--- config.mk ---
export PLATFORM = sky130hd
export DESIGN_NAME = counter_driver_flat
export DESIGN_NICKNAME = d
export VERILOG_FILES = /design/src/rtl/counter_driver_if.sv /design/src/rtl/counter_driver.sv /design/src/flat_wrapper.sv
export SDC_FILE = /design/constraint.sdc
export NUM_CORES = 1
export LEC_CHECK = 0
export CORE_AREA = 2 2 50 52
export DETAILED_ROUTE_END_ITERATION = 12
export DIE_AREA = 0 0 52 54
export PLACE_DENSITY = 0.82
export SYNTH_ARGS = -nofsm -noshare
export SYNTH_HDL_FRONTEND = slang
export SYNTH_SLANG_ARGS = --single-unit
--- constraint.sdc ---
create_clock -name clk -period 2.1 [get_ports clk]
set_clock_uncertainty 0.05 [all_clocks]
set_input_delay 0.42 -clock clk [delete_from_list [all_inputs] [get_ports clk]]
set_output_delay 0.42 -clock clk [all_outputs]
set_load 0.1 [all_outputs]
--- src/rtl/counter_driver_if.sv ---
`default_nettype none
// +----------------------------------------------------------------------------+
// | Interface : counter_driver_if                                              |
// | Request handshake, counter control and status bundle for counter_driver.  |
// | Revision  : 1.0                                                            |
// +----------------------------------------------------------------------------+
interface counter_driver_if;
    logic       req_valid;
    logic [3:0] req_start;
    logic [3:0] req_target;
    logic       req_ready;
    logic       clr;
    logic       enb;
    logic       modo;
    logic [3:0] data;
    logic [3:0] Q;
    logic       busy;
    logic       done;
    logic       err;
    logic [3:0] steps;

    modport master (
        output req_valid, req_start, req_target, clr, Q,
        input  req_ready, enb, modo, data, busy, done, err, steps
    );

    modport slave (
        input  req_valid, req_start, req_target, clr, Q,
        output req_ready, enb, modo, data, busy, done, err, steps
    );
endinterface
`default_nettype wire

--- src/rtl/counter_driver.sv ---
`default_nettype none
// +----------------------------------------------------------------------------+
// | Module   : counter_driver                                                  |
// | Sequences an external 4-bit load/up counter from start to target value.   |
// | Revision : 1.0                                                             |
// +----------------------------------------------------------------------------+
module counter_driver (
    input  wire logic       clk,
    input  wire logic       reset,
    counter_driver_if.slave bus
);

    typedef enum logic [2:0] {
        S_IDLE  = 3'd0,
        S_LOAD  = 3'd1,
        S_COUNT = 3'd2,
        S_DONE  = 3'd3,
        S_ERR   = 3'd4
    } state_t;

    state_t     r_state;
    state_t     w_next;
    logic [3:0] r_start;
    logic [3:0] r_target;
    logic [3:0] r_steps;
    // One bit wider than a legal count so the watchdog limit is representable.
    logic [4:0] r_step_cnt;
    logic       w_match;
    logic       w_enb;
    logic       w_modo;
    logic       w_accept;

    assign w_match  = (bus.Q == r_target);
    assign w_accept = (r_state == S_IDLE) && bus.req_valid;

    always_ff @(posedge clk) begin
        if (reset) begin
            r_state    <= S_IDLE;
            r_start    <= 4'd0;
            r_target   <= 4'd0;
            r_step_cnt <= 5'd0;
            r_steps    <= 4'd0;
        end else begin
            r_state <= w_next;
            if (w_accept) begin
                r_start    <= bus.req_start;
                r_target   <= bus.req_target;
                r_step_cnt <= 5'd0;
            end
            if ((r_state == S_COUNT) && w_enb) begin
                r_step_cnt <= r_step_cnt + 5'd1;
            end
            if ((r_state == S_COUNT) && w_match) begin
                r_steps <= r_step_cnt[3:0];
            end
        end
    end

    always_comb begin
        w_next = r_state;
        w_enb  = 1'b0;
        w_modo = 1'b0;
        case (r_state)
            S_IDLE: begin
                if (bus.req_valid) begin
                    w_next = S_LOAD;
                end
            end
            S_LOAD: begin
                w_enb  = 1'b1;
                w_modo = 1'b1;
                w_next = S_COUNT;
            end
            S_COUNT: begin
                w_enb = !w_match;
                // A working counter always matches within 15 steps; the 16th miss is a fault.
                if (w_match) begin
                    w_next = S_DONE;
                end else if (r_step_cnt == 5'd15) begin
                    w_next = S_ERR;
                end
            end
            S_DONE: begin
                w_next = S_IDLE;
            end
            S_ERR: begin
                if (bus.clr) begin
                    w_next = S_IDLE;
                end
            end
            default: begin
                w_next = S_IDLE;
            end
        endcase
    end

    assign bus.req_ready = (r_state == S_IDLE);
    assign bus.busy      = (r_state != S_IDLE);
    assign bus.done      = (r_state == S_DONE);
    assign bus.err       = (r_state == S_ERR);
    assign bus.enb       = w_enb;
    assign bus.modo      = w_modo;
    assign bus.data      = r_start;
    assign bus.steps     = r_steps;

endmodule
`default_nettype wire

--- src/flat_wrapper.sv ---
// flat-port wrapper written by rule: the top's interface ports become plain ports
module counter_driver_flat 
  (clk, reset, bus_req_valid, bus_req_start, bus_req_target, bus_clr, bus_Q, bus_req_ready, bus_enb, bus_modo, bus_data, bus_busy, bus_done, bus_err, bus_steps);
  counter_driver_if bus_i ();
  input  wire logic clk;
  input  wire logic reset;
  input wire logic [$bits(bus_i.req_valid)-1:0] bus_req_valid;
  input wire logic [$bits(bus_i.req_start)-1:0] bus_req_start;
  input wire logic [$bits(bus_i.req_target)-1:0] bus_req_target;
  input wire logic [$bits(bus_i.clr)-1:0] bus_clr;
  input wire logic [$bits(bus_i.Q)-1:0] bus_Q;
  output wire logic [$bits(bus_i.req_ready)-1:0] bus_req_ready;
  output wire logic [$bits(bus_i.enb)-1:0] bus_enb;
  output wire logic [$bits(bus_i.modo)-1:0] bus_modo;
  output wire logic [$bits(bus_i.data)-1:0] bus_data;
  output wire logic [$bits(bus_i.busy)-1:0] bus_busy;
  output wire logic [$bits(bus_i.done)-1:0] bus_done;
  output wire logic [$bits(bus_i.err)-1:0] bus_err;
  output wire logic [$bits(bus_i.steps)-1:0] bus_steps;
  assign bus_i.req_valid = bus_req_valid;
  assign bus_i.req_start = bus_req_start;
  assign bus_i.req_target = bus_req_target;
  assign bus_i.clr = bus_clr;
  assign bus_i.Q = bus_Q;
  assign bus_req_ready = bus_i.req_ready;
  assign bus_enb = bus_i.enb;
  assign bus_modo = bus_i.modo;
  assign bus_data = bus_i.data;
  assign bus_busy = bus_i.busy;
  assign bus_done = bus_i.done;
  assign bus_err = bus_i.err;
  assign bus_steps = bus_i.steps;
  counter_driver u_core (.clk(clk), .reset(reset), .bus(bus_i));
endmodule
Yosys cells after proc, flatten, opt, wreduce, memory -nomap -nowiden
Cells that the tools add are included.
{"block": "totals", "ff_bits": 20, "output_inout_bits": 14}
{"block": "op_classes", "n_addsub": 1, "eq_ne": 9, "mux": 9, "n_reduce_logical": 8}
{"cell": "3-bit 2-to-1 mux", "n": 4}
{"cell": "3-bit case mux with 4 select lines", "n": 1}
{"cell": "5-bit 2-to-1 mux", "n": 2}
{"cell": "3-bit by 2-bit equality test with 1-bit output (second input constant)", "n": 2}
{"cell": "5-bit by 1-bit adder with 5-bit output (second input constant)", "n": 1}
{"cell": "5-bit by 4-bit equality test with 1-bit output (second input constant)", "n": 1}
{"cell": "4-bit equality test", "n": 1}
{"cell": "2-bit inequality test (second input constant)", "n": 2}
{"cell": "3-bit by 1-bit equality test with 1-bit output (second input constant)", "n": 1}
{"cell": "3-bit equality test (second input constant)", "n": 1}
{"cell": "1-bit logical AND", "n": 3}
{"cell": "3-bit zero test", "n": 1}
{"cell": "3-bit by 2-bit inequality test with 1-bit output (second input constant)", "n": 1}
{"cell": "3-bit AND reduction", "n": 1}
{"cell": "3-bit nonzero test", "n": 1}
{"cell": "1-bit case mux with 2 select lines", "n": 1}
{"cell": "2-bit nonzero test", "n": 1}
{"cell": "1-bit zero test", "n": 1}
{"cell": "1-bit 2-to-1 mux", "n": 1}

Longest topological paths before layout
Gate-level depths: netlist of the first run.
{"block": "depth", "depth_word": 5, "depth_mapped": 6, "ltp_nobuf": 5}

Worst setup path after synthesis of the first run
Ideal clock, no wire load.
{"block": "synth_path", "path_kind": "register to output", "start": "register u_core.r_state[2]", "end": "output bus_busy", "arrival_time_ns": 3.962, "t_required_ns": 1.630, "setup_slack_ns": -2.332, "stages_incl_launch_ff": 4, "n_path_buf": 1, "path_cell_list": "dfxtp_1 clkbuf_1 nor3_1 inv_1"}
{"block": "synth_between", "elab_chain_cells": 1}
{"item": "start: declaration", "line": "counter_driver.sv:21", "text": "state_t r_state;"}
{"item": "start signal: assignment", "line": "counter_driver.sv:44", "text": "r_state <= w_next;"}
{"item": "3-bit nonzero test", "line": "counter_driver.sv:98", "text": "assign bus.busy = (r_state != S_IDLE);"}
{"item": "end: declaration", "line": "flat_wrapper.sv:16", "text": "output wire logic [$bits(bus_i.busy)-1:0] bus_busy;"}
No other way between the ends.

Final worst setup path of the first run
{"block": "layout_path", "start": "input bus_Q[1]", "end": "output bus_enb"}
{"block": "layout_between", "elab_chain_cells": 3}
{"item": "start: declaration", "line": "flat_wrapper.sv:11", "text": "input wire logic [$bits(bus_i.Q)-1:0] bus_Q;"}
{"item": "4-bit equality test", "line": "counter_driver.sv:33", "text": "assign w_match = (bus.Q == r_target);"}
{"item": "1-bit zero test", "line": "counter_driver.sv:75", "text": "w_enb = !w_match;"}
{"item": "1-bit case mux with 2 select lines", "line": "counter_driver.sv:63", "text": "case (r_state)"}
{"item": "end: declaration", "line": "flat_wrapper.sv:13", "text": "output wire logic [$bits(bus_i.enb)-1:0] bus_enb;"}
No other way between the ends.

==> impl_summary.md, run 1 <==
Run status
The flow ran to the end, and the final reports show no timing, DRC or antenna violations.

Placement
At the end of routability-driven placement, the weighted congestion stood at 0.825. After legalization and detailed placement, the total HPWL measured 1820 um. In this run the cell area measured after placement is 1390 um^2.

After detailed placement, the design holds a cell count of approximately 170. At the placement stage, the worst setup path has a slack of -137 ps. In this run the tool buffered the top-level ports with 29 buffer cells.

Clock network
The longest clock path from root to sink contains 2 buffers. The CTS sink count is 20. In this run the number of H-tree levels came out at 1. The clock tree from TritonCTS is yes. The clock latency on the worst-skew pair is 310 ps. Buffers inserted during clock tree synthesis total 3. The clock-pin slew on the worst setup and hold paths is 110 ps. The tree is rooted in a sky130_fd_sc_hd__clkbuf_4.

Synthesis
Measured against the total synthesized area, the mux share comes to under 10%. During synthesis, Yosys emitted a total of 0 warnings. The synthesized instance count is 113. The share of the synthesized netlist area taken by xor and xnor gates is under 10%. After synthesis, the mean cell area works out to 8.65 um^2. The main combinational cell family by area after synthesis is simple AND/OR/NAND/NOR gates. The flop and latch count out of synthesis is 20. Sequential cells were found to cover between 40% and 50% of the synthesized design area. The compound-cell area share of the yosys netlist is slightly above 10%. The post-synthesis cell type count is 30.

Summing the areas of all fa, ha and maj instances in the mapped netlist gives 2.56% of the synthesized area. The synthesized netlist devotes a little under a third of its cell area to simple gates. The area of the mapped netlist is between 900 and 1000 um^2. The post-synth net total is ~130.

Finish
The net count of the finished layout is about 170. The number of antenna diodes in the final layout is 0. The finished cells cover roughly 1500 um^2.

Fill cells in the final layout number roughly 200. Summing all multi-input logic gate instances after layout gives slightly below 600 um^2. The post-layout instance count excluding filler cells is ~180.

The post-layout utilization of the core is 63.8%. The ratio of cells with drive above 1 in the final layout is between 20 and 30%. Relative to the synthesized area, the layout overhead comes to 51.5%. Registers take about 410 um^2.

Timing
The count of final setup violators is 0. The final critical delay including setup and external delays is ~2000 ps. The max-slew violation total from the final report was 0. The slew at the pin closest to its max-slew limit is slightly below 300 ps.

For the final routed database, the setup TNS stands at 0 ps. The period utilization is roughly 97%. The headroom to the max-slew limit is around 80%. Setup repair after global routing could not meet its margin everywhere.

Based on the critical path, the design can be clocked at up to approximately 490 MHz. The total count of hold-check failures in the final report is 0. The worst setup margin is approximately 66 ps.

Die
The starting density of the core is a little over two fifths. The die covers between 2000 and 3000 um^2. For this design the top-level I/O count stands at 30. Measured along the y axis, the die boundary spans about 54 um. The die outline width is 52 um. The area of the core is 2320 um^2. The number of cell rows is 18.

Global route
Entering global routing, the biggest net connects 22 pins. The first-pass GRT wire length is roughly 3800 um. Global routing finished with a remaining overflow of 0. The via count of the first global-routing pass was 930. The global router's overall resource usage is between 10% and 20%. The number of antenna violations at the first check in global routing came to 0.

Power and ir drop
Power spread over the standard cell area amounts to approximately 820 nW/um^2. In this run the static leakage power is around 0.62 nW. VDD sags by at most 0.594 mV.

Drt
Using the TritonRoute via totals, the vias-per-cell ratio works out to 5.24. For this block, the via count after detailed routing is approximately 930. The number of detailed-routing iterations run before antenna repair is 4.

The number of design rule violations left after detail routing is 0. After detailed routing, the total wire length is roughly 2400 um. The DRC violation total after the first TritonRoute iteration is 7. After detailed routing, the average wire length per cell comes to roughly 14 um.

The post-detailed-route count of antenna-violating nets is 0.

Run
The tool flagged a number of max-cap violations equal to 0.

Setup path
The type of destination of the critical path is an output pin. In this run the worst path has a maximum fanout of 2. The cell with the largest stage delay on the worst path is sky130_fd_sc_hd__o41ai_2. In this run the worst setup path begins at bus_Q[1].

Traced cell by cell, the critical path runs through clkdlybuf4s15_1, xor2_2, o41ai_2, buf_4, nand2_2, buf_12. The setup slack on the worst flop-to-flop path is 450 ps. For the worst setup path, the data arrival time is ~1600 ps. The largest stage delay on the critical path is 330 ps. For the worst setup path, the data required time is approximately 1600 ps.

The critical path startpoint category is an input port. In this run the critical register-to-register path is launched from u_core.r_target[1]. The setup path with the least slack is of type in -> out.

Hold path
The tightest min-delay check is of the reg -> reg type. The worst hold path begins at u_core.bus.data[0].
==> sequential cells by signal, indices dropped and copies added, names as in the netlist <==
register           flops
u_core.bus.data        4
u_core.r_step_cnt      5
u_core.bus.steps       4
u_core.r_target        4
u_core.r_state         3
==> area by class of cell <==
type                    count  share of cell area (%)
clock buffers               3                    1.52
repair buffers             37                    26.1
clock inverters             1                    2.03
well taps                  30                    2.54
flip-flops and latches     20                    27.4
multi-input cells          83                    39.4
inverters                   3                    1.01
==> repair_timing <==
action                                  CTS  global route
pin swaps                                 1             2
resized for setup                         9             5
hold buffers                              0             0
endpoints found under the setup margin    2             2
buffers inserted                          0             1
==> critical path: cells and delay by family <==
family / cells / cell delay [ps]
XOR/XNOR: 1 / 200
AO/OA/AOI/OAI: 1 / 330
AND/OR/NAND/NOR: 1 / 60
buffers and inverters: 3 / 540
==> logic make-up (layout without fill, tap and decap cells) <==
kind of cell               Yosys count  in the layout
xor gates and xnor gates             6              6
and+or+nand+nor                     53             53
buffers and inverters               10             44
adders and majority gates            2              2
AOI/OAI and AO/OA                   17             17
muxes                                5              5
DFF                                 20             20
==> power breakdown <==
group	leakage, nW	total (mW)	internal, mW	switching, mW
registers	0.164	0.424	0.402	0.0215
clock network	0.0279	0.315	0.193	0.122
logic	0.430	0.477	0.177	0.300
total	0.622	1.22	0.773	0.443
==> cell usage in the layout, fill, tap and decap left out, types with 2 or more instances in the layout <==
cell type and n:
sky130_fd_sc_hd__dfxtp_2 4, sky130_fd_sc_hd__dfxtp_1 16, sky130_fd_sc_hd__nor2_1 2, sky130_fd_sc_hd__buf_4 16
sky130_fd_sc_hd__nand2b_1 9, sky130_fd_sc_hd__buf_12 6, sky130_fd_sc_hd__o31ai_1 3, sky130_fd_sc_hd__ha_1 2
sky130_fd_sc_hd__and3_1 2, sky130_fd_sc_hd__xor2_2 4, sky130_fd_sc_hd__inv_1 2, sky130_fd_sc_hd__a21oi_1 10
sky130_fd_sc_hd__mux2i_1 5, sky130_fd_sc_hd__nor3_1 2, sky130_fd_sc_hd__clkdlybuf4s50_1 11, sky130_fd_sc_hd__dlygate4sd2_1 3
sky130_fd_sc_hd__nand3_1 6, sky130_fd_sc_hd__nand2_1 21, sky130_fd_sc_hd__clkbuf_4 3
==> synthesized netlist by cell type <==
cell,number,area (um^2)
sky130_fd_sc_hd__nand2_1,22,82.6
sky130_fd_sc_hd__dfxtp_1,20,400
sky130_fd_sc_hd__a21oi_1,10,50.1
sky130_fd_sc_hd__nand2b_1,9,56.3
sky130_fd_sc_hd__nand3_1,6,30.0
sky130_fd_sc_hd__mux2i_1,5,50.1
sky130_fd_sc_hd__xor2_1,5,43.8
sky130_fd_sc_hd__clkbuf_1,4,15.0
sky130_fd_sc_hd__inv_1,3,11.3
sky130_fd_sc_hd__nor3_1,3,15.0
sky130_fd_sc_hd__o31ai_1,3,22.5
sky130_fd_sc_hd__and3_1,2,12.5
sky130_fd_sc_hd__buf_2,2,10.0
sky130_fd_sc_hd__ha_1,2,25.0
sky130_fd_sc_hd__nor2_1,2,7.51
sky130_fd_sc_hd__a211oi_1,1,7.51
sky130_fd_sc_hd__a31oi_1,1,6.26
sky130_fd_sc_hd__and2_1,1,6.26
sky130_fd_sc_hd__and3b_1,1,8.76
sky130_fd_sc_hd__buf_6,1,11.3
sky130_fd_sc_hd__nand2b_4,1,13.8
sky130_fd_sc_hd__nor3b_2,1,12.5
sky130_fd_sc_hd__nor4b_4,1,23.8
sky130_fd_sc_hd__o21ai_1,1,5.00
sky130_fd_sc_hd__o41ai_1,1,8.76
sky130_fd_sc_hd__or2_0,1,6.26
sky130_fd_sc_hd__or3_1,1,6.26
sky130_fd_sc_hd__or3b_2,1,8.76
sky130_fd_sc_hd__or4_4,1,11.3
sky130_fd_sc_hd__xnor2_1,1,8.76
==> routing by layer <==
layer,vias up,routed length [um],GRT usage (%)
met3,5,107,3.33
met2,31,1320,35.2
met5,-,0,0
met4,0,42,10.1
met1,442,928,18.1
li1,450,-,-
==> through the flow <==
stage | hold slack (ps) | power (mW)
after floorplan | 396 | 0.724
after global placement | 394 | 0.885
after detailed placement | 397 | 0.898
after CTS | 414 | 1.22
after global routing | 429 | 1.26
final | 411 | 1.22
==> worst paths after layout <==
check                                           end  cells past startpoint
worst min register to register   u_core.bus.data[0]                      2
worst min-delay path             u_core.bus.data[0]                      2
worst max-delay path                        bus_enb                      6
worst max register to register  u_core.bus.steps[3]                      5
Power figures use the tool's default switching activity.
==> run 2, diff against run 1 <==
--- a/config.mk
+++ b/config.mk
@@ -5,10 +5,10 @@
 export SDC_FILE = /design/constraint.sdc
 export NUM_CORES = 1
 export LEC_CHECK = 0
-export CORE_AREA = 2 2 50 52
+export CORE_AREA = 2 2 66 68
 export DETAILED_ROUTE_END_ITERATION = 12
-export DIE_AREA = 0 0 52 54
-export PLACE_DENSITY = 0.82
+export DIE_AREA = 0 0 68 70
+export PLACE_DENSITY = 0.54
 export SYNTH_ARGS = -nofsm -noshare
 export SYNTH_HDL_FRONTEND = slang
 export SYNTH_SLANG_ARGS = --single-unit
==> run 2 against run 1 <==
Against the previous run:
- cell area grew 2.8%
- total power rose by 4.5%
- combinational power is 2% lower
- register-to-register slack better by 40 ps
- hold slack improved by 2.6 ps
- core utilization fell by 27 points
- worst setup slack got worse by 9.5 ps
- count of clock-buffer cells in the layout stayed put
- die area rose by 70%
- fmax shrank 0.46%
- sequential power down 1%
- clock power up 22%
- largest power group unchanged
==> impl_summary.md, run 2 (synthesized netlist as in run 1, its figures left out) <==
Power and ir drop
The total power after layout is 1.27 mW (+4.5%). The static leakage is 0.636 nW (+2.2%). The power per unit of standard cell area is 835 nW/um^2 (+1.6%). The largest voltage drop on the vdd net came to 0.336 mV (-43%).

Global route
The aggregate global routing overflow is 0 (unchanged). The met3 demand-to-capacity share in global routing is 1.93% (-1.4 points). The met2 layer usage reported by global route is 16.8% (-18 points). The global router's overall resource usage is 10.5% (-7.6 points).

The number of antenna violations at the first check in global routing is 0 (unchanged). In this run the most used layer during global routing was met2. The met1 usage in global routing was 13.0% (-5.1 points). The via count of the first global-routing pass is 879 (-5.5%). The pin count of the biggest net entering global routing came to 15 (-32%). The first-pass GRT wire length was 3770 um (unchanged).

Run status
The run finished with clean final reports.

Setup path
The buffers plus inverters on the worst setup path is 3 (unchanged). The setup slack on the worst flop-to-flop path is 490 ps (+40 ps). The cell with the largest stage delay on the worst path is sky130_fd_sc_hd__o41ai_2. In this run the critical register-to-register path is captured at u_core.r_step_cnt[0].

The largest stage delay on the critical path was 340 ps (about the same). The required arrival time at the worst endpoint was 1630 ps (about the same). The critical path is of the in -> out type. The worst setup path is captured at an output pin. The critical path goes through dlygate4sd2_1, xor2_2, o41ai_2, buf_4, nand2_2, buf_12.

The number of cells on the worst reg-to-reg path is 6 (+1). The family with the most delay on the worst path is buffers and inverters. The critical-path maximum fanout is 2 (unchanged). The worst setup path is launched from an input port. The arrival time of the worst setup path is 1570 ps (about the same). In this run the critical register-to-register path is launched from u_core.r_state[2].

Finish
The count of inserted antenna diode cells is 0 (unchanged). The post-layout instance count excluding filler cells is 199 (+12%). The register with the highest flop count is u_core.r_step_cnt.

The number of flip-flops in the largest register is 5 (unchanged). The top cell types in the final layout, fill and taps aside, are sky130_fd_sc_hd__nand2_1, sky130_fd_sc_hd__dfxtp_1, sky130_fd_sc_hd__buf_4. The net count of the finished layout is 166 (unchanged). The area growth from synthesis to layout is 55.7%.

The ratio of cells with drive above 1 in the final layout is 26.5% (-2.7 points). The library cell used most frequently in the layout, excluding fill and tap cells, is sky130_fd_sc_hd__nand2_1.

Clock network
The CTS sink count is 20 (unchanged). The maximum root-to-sink buffer count is 2 (unchanged). The number of hold-repair buffers added at the cts stage is 0 (unchanged).

TritonCTS built the clock tree. CTS placed an instance of sky130_fd_sc_hd__clkbuf_8 at the clock tree root. The deepest level of the CTS H-tree is 1 (unchanged). The clock-pin slew on the worst setup and hold paths is 80 ps (-30 ps). The CTS buffer count is 3 (unchanged). The setup fix buffers added after clock tree synthesis is 0 (unchanged). The clock latency on the worst-skew pair was 260 ps (-50 ps).

Drt
The final routed wirelength across all metal layers is 2130 um (-11%). The number of design rule violations left after detail routing is 0 (unchanged). The DRC violation total after the first TritonRoute iteration is 9 (+2). The post-detailed-route count of antenna-violating nets was 0 (unchanged). The number of detailed-routing iterations run before antenna repair was 2 (-2). The number of vias per cell was 4.35 (-17%). The average wire per standard cell was 10.7 um (-21%). The total via count in the routed design came to 866 (-6.7%).

Timing
The worst slack on hold paths was 413 ps (+2.62 ps). The period utilization is 97.3% (+0.45 points). The final critical delay including setup and external delays came to 2040 ps (+9.47 ps).

Setup repair after global routing left no endpoint under its margin. The slew at the pin closest to its max-slew limit is 352 ps (+58.2 ps). The worst setup margin came to 56.5 ps (-9.47 ps). The setup TNS after final layout was 0 ps (unchanged). The maximum achievable frequency came to 489 MHz (-0.46%).

The headroom to the max-slew limit is 76.5% (-3.9 points). The max-slew violation total from the final report is 0 (unchanged). The total count of hold-check failures in the final report is 0 (unchanged). The count of final setup violators is 0 (unchanged).

Die
The die outline width came to 68 um (+31%). The area of the core was 4140 um^2 (+79%). The floorplan die height is 70 um (+30%).

The die area came to 4760 um^2 (+70%). The top-level I/O count was 30 (unchanged). The starting density of the core was 23.6% (-19 points). The number of cell rows is 24 (+6).

Hold path
The cell depth of the worst min-delay path is 2 (unchanged). The startpoint identified for the worst hold timing path is u_core.bus.data[3]. The type of the most critical hold path is reg -> reg. For hold timing, the worst endpoint is u_core.bus.data[3].

Placement
The final estimated routing congestion in global placement came to 0.745 (-9.7%). The post-placement cell count came to 195 (+13%). The count of buffers from port buffering came to 29 (unchanged).

The half-perimeter wire length of the detailed placement result is 1720 um (-5.7%). The worst setup slack after placement was -106 ps (+30.9 ps).

Run
The max-cap check violation count is 0 (unchanged).
[run 2: cell count changes in the layout (fill, tap and decap cells not counted), sizes merged]
| cell | delta |
|---|---|
| clkdlybuf4s15 | -1 |
| dlymetal6s2s | +1 |
[run 2: layout make-up]
cell class / count / area (um^2)
Clock inverter: 1 / 30.0
Multi-Input combinational cell: 83 / 581
Timing Repair Buffer: 37 / 389
Inverter: 3 / 15.0
Clock buffer: 3 / 41.3
Sequential cell: 20 / 400
Tap cell: 52 / 65.1
Fill cell: 436 / 2620
[run 2: stage by stage]
step | instance area, um^2 | utilization, %
final | 1520 | 36.7
after detailed placement | 1420 | 34.3
after global routing | 1520 | 36.7
after floorplan | 995 | -
after global placement | 1420 | 34.3
after CTS | 1510 | 36.5
[run 2: what timing repair did]
item	in CTS	in global routing
cloned	0	0
setup endpoints to repair	1	1
gates resized for setup	6	2
pin swaps	1	1
[run 2: worst reg2reg max path, delay by kind of cell, from the launching register on]
| kind | cells | cell delay (ps) |
|---|---|---|
| and+or+nand+nor | 2 | 560 |
| AOI/OAI and AO/OA | 2 | 270 |
| DFF | 1 | 350 |
| buffers and inverters | 2 | 320 |
[run 2: how the worst max path moves through the flow]
stage,from,to,slack [ps],depth (start not counted)
6_report,bus_Q[2],bus_enb,60,6
5_1_grt,u_core.r_state[1],bus_enb,9,5
4_1_cts,bus_Q[1],bus_enb,10,6
3_5_place_dp,bus_Q[1],bus_enb,-110,6
3_3_place_gp,bus_Q[1],bus_enb,-120,6
2_1_floorplan,u_core.r_state[0],bus_busy,-420,3
[run 2: where the power goes]
group | switching, mW | internal, mW | total [mW]
Sequential | 0.0180 | 0.401 | 0.419
Combinational | 0.295 | 0.171 | 0.466
Clock | 0.131 | 0.254 | 0.385
Total | 0.444 | 0.826 | 1.27
[run 2: metal layers]
metal | vias up | share of wire, %
met3 | 5 | 4.3
met4 | 0 | 2.7
met5 | - | 0
met2 | 24 | 49
li1 | 444 | -
met1 | 393 | 44
